==> src/rtl/noc_arb_pkg.sv <==
// Shared definitions for the mesh-router switch allocators.
package noc_arb_pkg;

   localparam int N_PORTS_DEFAULT = 5;

   // Router port numbering
   localparam int P_LOCAL = 0;
   localparam int P_N     = 1;
   localparam int P_E     = 2;
   localparam int P_S     = 3;
   localparam int P_W     = 4;

   typedef enum logic [0:0] {
      ARB_IDLE   = 1'b0,
      ARB_LOCKED = 1'b1
   } arb_state_t;

endpackage

==> src/rtl/rr_switch_arbiter_if.sv <==
// Request/grant bundle between input-port request logic and one output allocator.
interface rr_switch_arbiter_if
   import noc_arb_pkg::*;
#(
   parameter int N_PORTS = N_PORTS_DEFAULT,
   parameter int IDX_W   = $clog2(N_PORTS)
);
   logic [N_PORTS-1:0] req;
   logic [N_PORTS-1:0] req_tail;
   logic               out_ready;
   logic [N_PORTS-1:0] grant;
   logic [IDX_W-1:0]   grant_idx;
   logic               busy;
   logic               xfer;

   // Requester / downstream side
   modport master (
      output req, req_tail, out_ready,
      input  grant, grant_idx, busy, xfer
   );

   // Allocator side
   modport slave (
      input  req, req_tail, out_ready,
      output grant, grant_idx, busy, xfer
   );
endinterface

==> src/rtl/rr_switch_arbiter_pick.sv <==
// Combinational masked priority encoder. The request vector is duplicated;
// the low copy is masked by a thermometer starting at rr_ptr, so the lowest
// set bit of the doubled vector is the first requester at or after rr_ptr,
// falling back to the unmasked copy when nothing at/after rr_ptr requests.
// With RR_MODE=0 the mask is empty and the result is plain lowest-index-wins.
module rr_priority_pick
   import noc_arb_pkg::*;
#(
   parameter int N_PORTS = N_PORTS_DEFAULT,
   parameter int RR_MODE = 1
) (
   input  logic [N_PORTS-1:0]         req,
   input  logic [$clog2(N_PORTS)-1:0] rr_ptr,
   output logic [N_PORTS-1:0]         winner,
   output logic [$clog2(N_PORTS)-1:0] idx
);
   localparam int IDX_W = $clog2(N_PORTS);
   localparam int DBL_W = 2 * N_PORTS;
   localparam int POS_W = $clog2(DBL_W);

   logic [N_PORTS-1:0] therm_mask;
   logic [DBL_W-1:0]   dbl_req;
   logic [POS_W-1:0]   pos;

   generate
      for (genvar gi = 0; gi < N_PORTS; gi++) begin : g_mask
         assign therm_mask[gi] = (RR_MODE != 0) && (IDX_W'(gi) >= rr_ptr);
      end
   endgenerate

   assign dbl_req = {req, req & therm_mask};

   // Lowest set bit of the doubled vector (later iterations override earlier)
   always_comb begin
      pos = '0;
      for (int i = DBL_W - 1; i >= 0; i--) begin
         if (dbl_req[i]) begin
            pos = POS_W'(i);
         end
      end
   end

   // Fold the doubled position back into a port index
   always_comb begin
      if (pos >= POS_W'(N_PORTS)) begin
         idx = IDX_W'(pos - POS_W'(N_PORTS));
      end else begin
         idx = IDX_W'(pos);
      end
   end

   generate
      for (genvar gi = 0; gi < N_PORTS; gi++) begin : g_onehot
         assign winner[gi] = (|req) && (idx == IDX_W'(gi));
      end
   endgenerate
endmodule

==> src/rtl/rr_switch_arbiter.sv <==
// Per-output-port wormhole switch allocator: arbitrates in IDLE, then holds
// the grant until the granted packet's tail flit is transferred.
module rr_switch_arbiter
   import noc_arb_pkg::*;
#(
   parameter int N_PORTS = N_PORTS_DEFAULT,
   parameter int RR_MODE = 1
) (
   input  logic                clk,
   input  logic                rst,
   rr_switch_arbiter_if.slave  arb
);
   localparam int IDX_W = $clog2(N_PORTS);

   arb_state_t         state_reg, state_next;
   logic [N_PORTS-1:0] grant_reg, grant_next;
   logic [IDX_W-1:0]   grant_idx_reg, grant_idx_next;
   logic [IDX_W-1:0]   rr_ptr_reg, rr_ptr_next;

   logic [N_PORTS-1:0] pick_winner;
   logic [IDX_W-1:0]   pick_idx;
   logic               busy_w;
   logic               xfer_w;
   logic               release_w;

   rr_priority_pick #(
      .N_PORTS (N_PORTS),
      .RR_MODE (RR_MODE)
   ) u_pick (
      .req    (arb.req),
      .rr_ptr (rr_ptr_reg),
      .winner (pick_winner),
      .idx    (pick_idx)
   );

   // State, grant and round-robin pointer registers
   always_ff @(posedge clk or posedge rst) begin
      if (rst) begin
         state_reg     <= ARB_IDLE;
         grant_reg     <= '0;
         grant_idx_reg <= '0;
         rr_ptr_reg    <= '0;
      end else begin
         state_reg     <= state_next;
         grant_reg     <= grant_next;
         grant_idx_reg <= grant_idx_next;
         rr_ptr_reg    <= rr_ptr_next;
      end
   end

   // Next state: lock on any request, release on the granted tail transfer
   always_comb begin
      state_next     = state_reg;
      grant_next     = grant_reg;
      grant_idx_next = grant_idx_reg;
      rr_ptr_next    = rr_ptr_reg;
      case (state_reg)
         ARB_IDLE: begin
            if (|arb.req) begin
               state_next     = ARB_LOCKED;
               grant_next     = pick_winner;
               grant_idx_next = pick_idx;
            end
         end
         ARB_LOCKED: begin
            if (release_w) begin
               state_next     = ARB_IDLE;
               grant_next     = '0;
               grant_idx_next = '0;
               if (grant_idx_reg == IDX_W'(N_PORTS - 1)) begin
                  rr_ptr_next = '0;
               end else begin
                  rr_ptr_next = grant_idx_reg + IDX_W'(1);
               end
            end
         end
         default: begin
            state_next     = ARB_IDLE;
            grant_next     = '0;
            grant_idx_next = '0;
         end
      endcase
   end

   // Outputs: transfer strobe only for the locked port while downstream is ready
   always_comb begin
      busy_w        = (state_reg == ARB_LOCKED);
      xfer_w        = busy_w & arb.out_ready & arb.req[grant_idx_reg];
      release_w     = xfer_w & arb.req_tail[grant_idx_reg];
      arb.busy      = busy_w;
      arb.xfer      = xfer_w;
      arb.grant     = grant_reg;
      arb.grant_idx = grant_idx_reg;
   end
endmodule

==> src/flat_wrapper.sv <==
// flat-port wrapper written by rule: the top's interface ports become plain ports
module rr_switch_arbiter_flat import noc_arb_pkg::*;
#(
   parameter int N_PORTS = N_PORTS_DEFAULT,
   parameter int RR_MODE = 1
)
  (clk, rst, arb_req, arb_req_tail, arb_out_ready, arb_grant, arb_grant_idx, arb_busy, arb_xfer);
  rr_switch_arbiter_if #(.N_PORTS(N_PORTS)) arb_i ();
  input  logic clk;
  input  logic rst;
  input wire logic [$bits(arb_i.req)-1:0] arb_req;
  input wire logic [$bits(arb_i.req_tail)-1:0] arb_req_tail;
  input wire logic [$bits(arb_i.out_ready)-1:0] arb_out_ready;
  output wire logic [$bits(arb_i.grant)-1:0] arb_grant;
  output wire logic [$bits(arb_i.grant_idx)-1:0] arb_grant_idx;
  output wire logic [$bits(arb_i.busy)-1:0] arb_busy;
  output wire logic [$bits(arb_i.xfer)-1:0] arb_xfer;
  assign arb_i.req = arb_req;
  assign arb_i.req_tail = arb_req_tail;
  assign arb_i.out_ready = arb_out_ready;
  assign arb_grant = arb_i.grant;
  assign arb_grant_idx = arb_i.grant_idx;
  assign arb_busy = arb_i.busy;
  assign arb_xfer = arb_i.xfer;
  rr_switch_arbiter #(.N_PORTS(N_PORTS), .RR_MODE(RR_MODE)) u_core (.clk(clk), .rst(rst), .arb(arb_i));
endmodule
==> config.mk <==
export PLATFORM = sky130hd
export DESIGN_NAME = rr_switch_arbiter_flat
export DESIGN_NICKNAME = d
export VERILOG_FILES = /design/src/rtl/noc_arb_pkg.sv /design/src/rtl/rr_switch_arbiter_if.sv /design/src/rtl/rr_switch_arbiter_pick.sv /design/src/rtl/rr_switch_arbiter.sv /design/src/flat_wrapper.sv
export SDC_FILE = /design/constraint.sdc
export NUM_CORES = 1
export LEC_CHECK = 0
export CORE_ASPECT_RATIO = 1.1
export CORE_UTILIZATION = 50
export CTS_BUF_LIST = sky130_fd_sc_hd__clkbuf_8
export DETAILED_ROUTE_END_ITERATION = 10
export GPL_ROUTABILITY_DRIVEN = 0
export PLACE_DENSITY = 0.78
export SYNTH_ARGS = -nofsm -noshare
export SYNTH_HDL_FRONTEND = slang
export SYNTH_SLANG_ARGS = --single-unit
==> constraint.sdc <==
create_clock -name clk -period 2.68 [get_ports clk]
set_input_delay 0.804 -clock clk [delete_from_list [all_inputs] [get_ports clk]]
set_output_delay 0.804 -clock clk [all_outputs]
set_load 0.02 [all_outputs]
==> impl_summary.log, run 1 <==
[metrics] Final Hold Violating Endpoints: 0
[metrics] sequential fraction of the synthesis area: 30.6%
[metrics] H-tree depth reported by CTS: 1
[metrics] initial antenna violation count: 0
[metrics] count of flip-flops with a built-in enable after synthesis: 0
[metrics] required time of the critical path: 1.88 ns
[metrics] number of global-route vias before repair: 1305
[metrics] post-DR wirelength/cell: 25.0 µm
[metrics] final routed DRC violation total: 5
[metrics] Primary FF master, synth: sky130_fd_sc_hd__dfrtp_1
[metrics] DR iter-0 viols: 56
[metrics] total clock buffers created by CTS: 3
[metrics] worst ir drop on vdd: 0.000848 V
[metrics] Synth warnings: 0
[metrics] critical path type: in2out
[metrics] Synth async-reset ratio: 100%
[metrics] clock transition at the registers of the reported paths: 0.06 ns
[metrics] Critical Path Fanout Max: 2
[metrics] count of nets after finishing: 179
[metrics] synthesized flop and latch total: 12
[metrics] fmax: 357 MHz
[metrics] pin count of the biggest net entering global routing: 13
[metrics] worst-skew pair later-pin latency: 0.23 ns
[metrics] number of instances in the synthesized netlist: 107
[metrics] Starting Density: 54.4%
[metrics] endpoint class of the critical path: output pin
[metrics] routed vias/inst: 7.04
[metrics] number of slew-limit violations in the final report: 0
[metrics] class of the tightest hold or removal check: reg2reg
[metrics] I/O pin count: 23
[metrics] pwr dens: 1070 nW/µm²
[metrics] synthesized area per cell: 9.17 µm²
[metrics] antenna-violating nets left: 0
[metrics] clock tree root driver cell: sky130_fd_sc_hd__clkbuf_8
[metrics] largest clock skew in the final design: 0.00238 ns
[metrics] Yosys top cell area share: 30.6%
[metrics] Port Buffer Count: 22
[metrics] gr ovfl total: 0
[metrics] Post-Syn Nets: 123
[metrics] synthesis-to-finish area growth: 67.9%
[metrics] fin worst setup slack: -0.125 ns
[metrics] leading cell types by total area after synthesis: sky130_fd_sc_hd__dfrtp_1 31%, sky130_fd_sc_hd__mux4_2 4.6%, sky130_fd_sc_hd__mux2i_1 4.1%, sky130_fd_sc_hd__o21ai_0 4.1%, sky130_fd_sc_hd__ha_1 3.8%
[metrics] hold-fix buffers at CTS: 0
[metrics] number of placement rows: 16
[metrics] cell leakage power: 0.710 nW
[metrics] summed instance area of the synthesized netlist: 981 µm²
[metrics] transition time at the pin with the least slew margin: 0.531 ns
[metrics] kind of start point of the critical path: primary input
[metrics] list of most frequent post-synthesis cells: 12 x sky130_fd_sc_hd__dfrtp_1, 9 x sky130_fd_sc_hd__inv_1, 8 x sky130_fd_sc_hd__nand2_1, 8 x sky130_fd_sc_hd__o21ai_0
[metrics] CTS Sinks: 12
[metrics] floorplan die area: 2140 µm²
[metrics] fraction of final layout cells with drive strength greater than 1: 47.5%
[metrics] min Tclk post-route: 2.80 ns
[metrics] chip height: 48.5 µm
[metrics] # diodes: 0
[metrics] TritonCTS clock tree: done
[metrics] Yosys cell types: 42
[metrics] max-cap violations: 0
[metrics] Post-Route Setup TNS: -0.125 ns
[metrics] Final period util: 105%
[metrics] Die Span X: 44.2 µm
[metrics] flip-flop count of the largest register after layout: 5
[metrics] detailed-router iteration count before antenna repair: 7
[metrics] maximum root-to-sink buffer count: 2
[metrics] overall routing resource usage: 38.7%
[metrics] overall via count from detail_route: 1267
[metrics] signal arrival time at the worst endpoint: 2.00 ns
[metrics] setup violators final: 1
[metrics] overall routed net length: 4.49 mm
[metrics] status: finished with violations
[metrics] global-route wire length before repair: 6.13 mm
[metrics] final core occ: 91.4%
[metrics] remaining max-slew budget at the tightest pin: 64.6%
[metrics] violations in the final reports: design-rule violations, negative setup slack
[metrics] DP HPWL: 2.10 mm
[metrics] most numerous cell in the Yosys netlist: sky130_fd_sc_hd__dfrtp_1
[metrics] cell type with the highest aggregate area in the netlist: sky130_fd_sc_hd__dfrtp_1
[metrics] Std-Cell Core Area: 1800 µm²
[metrics] worst hold margin: 0.510 ns
[final cells by class]
cell class / count / area [µm²]
Multi-Input combinational cell: 82 / 761
Timing Repair Buffer: 54 / 467
Sequential cell: 12 / 300
Fill cell: 72 / 155
Clock buffer: 4 / 55.1
Inverter: 10 / 41.3
Tap cell: 18 / 22.5
[cell families after synthesis]
| group | synth area share [%] |
|---|---|
| mux | 8.67 |
| flops | 30.6 |
| simple gates | 21.4 |
| fa+ha+maj | 3.83 |
| buf+inv | 6.63 |
| compound gates | 28.8 |
[worst max-delay path, cell delays in order]
cell	delay, ns
sky130_fd_sc_hd__clkdlybuf4s15_2	0.21
sky130_fd_sc_hd__mux4_2	0.50
sky130_fd_sc_hd__mux2i_1	0.21
sky130_fd_sc_hd__nor2_1	0.10
sky130_fd_sc_hd__buf_4	0.17
[stage by stage]
| step | total power [W] | worst slack [ns] | area, µm² | cells |
|---|---|---|---|---|
| after floorplan | 0.000863 | 0.0288 | 981 | 107 |
| after global placement | 0.00119 | -0.539 | 1360 | 166 |
| after detailed placement | 0.00123 | -0.612 | 1360 | 166 |
| after CTS | 0.00155 | 0.000849 | 1560 | 178 |
| after global routing | 0.00183 | -0.165 | 1650 | 180 |
| final | 0.00176 | -0.125 | 1650 | 180 |
[path summary, 6_finish.rpt]
path / startpoint / endpoint / slack, ns / cells after the start
worst max-delay path: arb_req[1] / arb_xfer / -0.12 / 5
min in group asynchronous: rst / u_core.arb.grant_idx[0] / 0.90 / 2
max in group asynchronous: rst / u_core.rr_ptr_reg[0] / 1.47 / 2
worst max register to register: u_core.rr_ptr_reg[1] / u_core.arb.grant[4] / 0.11 / 9
worst min-delay path: u_core.arb.grant[4] / u_core.arb.grant[4] / 0.51 / 2
worst min register to register: u_core.arb.grant[4] / u_core.arb.grant[4] / 0.51 / 2
[layout by cell type, fill, tap and decap left out, types with 3 or more instances in the layout]
| cell | count |
|---|---|
| sky130_fd_sc_hd__buf_6 | 6 |
| sky130_fd_sc_hd__dfrtp_1 | 12 |
| sky130_fd_sc_hd__nand2_1 | 7 |
| sky130_fd_sc_hd__nor2b_1 | 3 |
| sky130_fd_sc_hd__clkbuf_8 | 4 |
| sky130_fd_sc_hd__nor2_1 | 4 |
| sky130_fd_sc_hd__o21ai_2 | 6 |
| sky130_fd_sc_hd__clkbuf_2 | 3 |
| sky130_fd_sc_hd__mux2i_1 | 3 |
| sky130_fd_sc_hd__clkdlybuf4s50_1 | 16 |
| sky130_fd_sc_hd__nand3_1 | 3 |
| sky130_fd_sc_hd__inv_1 | 7 |
| sky130_fd_sc_hd__a22o_1 | 3 |
| sky130_fd_sc_hd__o21a_1 | 3 |
| sky130_fd_sc_hd__o21ai_0 | 6 |
| sky130_fd_sc_hd__buf_4 | 27 |
| sky130_fd_sc_hd__a21oi_1 | 3 |
[what timing repair did]
item,in CTS,in global routing
setup buffers,8,2
resized for setup,36,22
pin swaps,13,11
endpoints found under the setup margin,8,8
[metal layers]
| metal | vias up | part of all wire, % | track usage, % |
|---|---|---|---|
| li1 | 506 | - | - |
| met1 | 584 | 35 | 41.8 |
| met2 | 133 | 49 | 65.4 |
| met3 | 44 | 9.7 | 9.70 |
| met4 | 0 | 6.6 | 23.2 |
| met5 | - | 0 | 0 |
[report_power, final]
part	leakage, nW	internal [W]	switching, W
Sequential	0.155	0.000247	0.000146
Clock	0.0288	0.000130	0.0000655
Combinational	0.526	0.000565	0.000605
Total	0.710	0.000942	0.000816
(Power assumes the default switching activity.)
==> run 2: changes to the inputs <==
Settings changed: CORE_UTILIZATION 50 to 51, GPL_TIMING_DRIVEN set to 0, HOLD_SLACK_MARGIN set to 0.05, PLACE_DENSITY 0.78 to 0.79.
==> impl_summary.log, run 2 (synthesized netlist as in run 1, its figures left out) <==
[metrics] status: finished with violations
[metrics] violations in the final reports: design-rule violations
[metrics] overall via count from detail_route: 910 (-28%)
[metrics] CTS Sinks: 12 (unchanged)
[metrics] Met1 Routed Length: 1.05 mm (-33%)
[metrics] min Tclk post-route: 2.59 ns (-0.214 ns)
[metrics] worst-skew pair later-pin latency: 0.24 ns (about the same)
[metrics] most frequent standard cell in the layout excluding fill and tap cells: sky130_fd_sc_hd__clkdlybuf4s50_1
[metrics] DP HPWL: 1.77 mm (-16%)
[metrics] max-cap violations: 0 (unchanged)
[metrics] total clock buffers created by CTS: 3 (unchanged)
[metrics] cell leakage power: 0.538 nW (-24%)
[metrics] fmax: 386 MHz (+8.3%)
[metrics] gr ovfl total: 0 (unchanged)
[metrics] pin count of the biggest net entering global routing: 13 (unchanged)
[metrics] antenna-violating nets left: 0 (unchanged)
[metrics] number of global-route vias before repair: 855 (-34%)
[metrics] Final Hold Violating Endpoints: 0 (unchanged)
[metrics] part of the total power dissipated in the clock network: 15.2% (+4.1 points)
[metrics] Critical-path top delay cell: sky130_fd_sc_hd__mux4_2
[metrics] overall routed net length: 2.41 mm (-46%)
[metrics] TritonCTS clock tree: done
[metrics] maximum root-to-sink buffer count: 2 (unchanged)
[metrics] ordered list of cells on the worst path: clkbuf_4, mux4_2, mux2i_1, nor2_1, buf_2
[metrics] met2 routed WL: 1.18 mm (-46%)
[metrics] synthesis-to-finish area growth: 28.2%
[metrics] chip height: 48.0 µm (-0.95%)
[metrics] pre-CTS setup slack: -0.735 ns (-0.123 ns)
[metrics] overall routing resource usage: 25.4% (-13 points)
[metrics] number of placement rows: 16 (unchanged)
[metrics] flip-flop count of the largest register after layout: 5 (unchanged)
[metrics] Critical Path Fanout Max: 9 (+7)
[metrics] endpoint class of the critical path: output pin
[metrics] global-route wire length before repair: 3.79 mm (-38%)
[metrics] kind of start point of the critical path: primary input
[metrics] I/O pin count: 23 (unchanged)
[metrics] top sig layer: met4
[metrics] Die Span X: 43.8 µm (-0.94%)
[metrics] remaining max-slew budget at the tightest pin: 69.7% (+5.1 points)
[metrics] Final period util: 96.7% (-8.0 points)
[metrics] Std-Cell Core Area: 1800 µm² (unchanged)
[metrics] H-tree depth reported by CTS: 1 (unchanged)
[metrics] hold-fix buffers at CTS: 0 (unchanged)
[metrics] design internal power: 0.000741 W (-21%)
[metrics] Starting Density: 54.4% (unchanged)
[metrics] pwr dens: 1050 nW/µm² (-1.5%)
[metrics] fraction of final layout cells with drive strength greater than 1: 22.6% (-25 points)
[metrics] fin worst setup slack: 0.0893 ns (+0.214 ns)
[metrics] net load switching power: 0.000582 W (-29%)
[metrics] post-DR wirelength/cell: 16.0 µm (-36%)
[metrics] DR iter-0 viols: 21 (-63%)
[metrics] number of slew-limit violations in the final report: 0 (unchanged)
[metrics] signal arrival time at the worst endpoint: 1.79 ns (-0.21 ns)
[metrics] # diodes: 0 (unchanged)
[metrics] clock tree root driver cell: sky130_fd_sc_hd__clkbuf_8
[metrics] initial antenna violation count: 0 (unchanged)
[metrics] floorplan die area: 2100 µm² (-1.9%)
[metrics] transition time at the pin with the least slew margin: 0.455 ns (-0.0765 ns)
[metrics] count of nets after finishing: 150 (-16%)
[metrics] routed vias/inst: 6.03 (-14%)
[metrics] commonest non-fill, non-tap cells in the layout: 16 x sky130_fd_sc_hd__clkdlybuf4s50_1, 12 x sky130_fd_sc_hd__dfrtp_1, 9 x sky130_fd_sc_hd__inv_1
[metrics] setup violators final: 0 (-1)
[metrics] Post-Route Setup TNS: 0 ns (+0.125 ns)
[metrics] Worst path max stage delay: 0.48 ns (-0.02 ns)
[metrics] critical path type: in2out
[metrics] detailed-router iteration count before antenna repair: 7 (unchanged)
[metrics] clock transition at the registers of the reported paths: 0.05 ns (about the same)
[metrics] class of the tightest hold or removal check: reg2reg
[metrics] Comb pwr share: 58.6% (-7.9 points)
[metrics] switching fraction of total power: 44.0% (-2.4 points)
[metrics] final routed DRC violation total: 5 (unchanged)
[metrics] setup repair after global routing missed its margin: no
[metrics] Port Buffer Count: 20 (-9.1%)
[metrics] required time of the critical path: 1.88 ns (about the same)
[metrics] largest clock skew in the final design: 0.00296 ns (+0.000577 ns)
[metrics] routed wire length on met3: 140 µm (-68%)
[metrics] Sequential Power Share: 26.2% (+3.8 points)
[metrics] worst ir drop on vdd: 0.000612 V (-28%)
-- run 2: cell count changes in the layout (fill, tap and decap cells not counted), sizes merged --
cell,change
buf,-25
clkbuf,-2
clkdlybuf4s15,-2
clkinvlp,-1
inv,+1
-- run 2: final cells by class --
cell class	count	area, µm²
Timing Repair Buffer	22	195
Multi-Input combinational cell	82	617
Fill cell	137	544
Clock buffer	4	55.1
Tap cell	18	22.5
Buffer	3	30.0
Inverter	10	37.5
Sequential cell	12	300
-- run 2: power groups by stage --
stage                     logic [W]  registers, W  clock network, W
after floorplan            0.000489      0.000374                 0
after global placement     0.000736      0.000341                 0
after detailed placement   0.000757      0.000347                 0
after CTS                  0.000777      0.000346          0.000204
after global routing       0.000854      0.000355          0.000213
final                      0.000775      0.000347          0.000201
-- run 2: worst max-delay path, delay by kind of cell --
family                 cells  cell delay, ns
muxes                      2            0.62
and+or+nand+nor            1            0.05
buffers and inverters      2            0.31
-- run 2: metal layers --
metal / vias up / track usage (%)
met5: - / 0
met4: 0 / 13.1
met3: 5 / 2.64
met2: 32 / 47.2
met1: 426 / 29.4
li1: 447 / -
-- run 2: worst paths after layout --
| path | startpoint | end | slack [ns] | depth (start not counted) |
|---|---|---|---|---|
| min in group asynchronous | rst | u_core.arb.grant[2] | 0.88 | 2 |
| min reg2reg | u_core.arb.grant[3] | u_core.arb.grant[3] | 0.51 | 1 |
| max in group asynchronous | rst | u_core.rr_ptr_reg[0] | 1.49 | 2 |
| max reg2reg | u_core.rr_ptr_reg[1] | u_core.arb.grant[2] | 0.35 | 11 |
| max | arb_req[0] | arb_xfer | 0.09 | 5 |
| min | u_core.arb.grant[3] | u_core.arb.grant[3] | 0.51 | 1 |
-- run 2: metrics by stage --
stage | cell area, µm² | hold slack (ns) | std cells | utilization, % | power, W
finish | 1260 | 0.511 | 151 | 69.8 | 0.00132
global route | 1260 | 0.530 | 151 | 69.8 | 0.00142
CTS | 1270 | 0.510 | 151 | 70.3 | 0.00133
detailed placement | 1200 | 0.488 | 145 | 66.8 | 0.00110
global placement | 1200 | 0.465 | 145 | 66.8 | 0.00108
floorplan | 981 | 0.597 | 107 | - | 0.000863
-- run 2: what timing repair did --
| item | in CTS | in global routing |
|---|---|---|
| setup endpoints to repair | 8 | 4 |
| buffers inserted | 2 | 0 |
| gates resized for setup | 17 | 4 |
| pin swaps | 2 | 0 |
==> run 3: changes to the inputs <==
Settings changed: SLEW_MARGIN set to 20.
==> results of run 3 <==
Same layout as run 2: the final DEF is identical, and so are final timing and power.
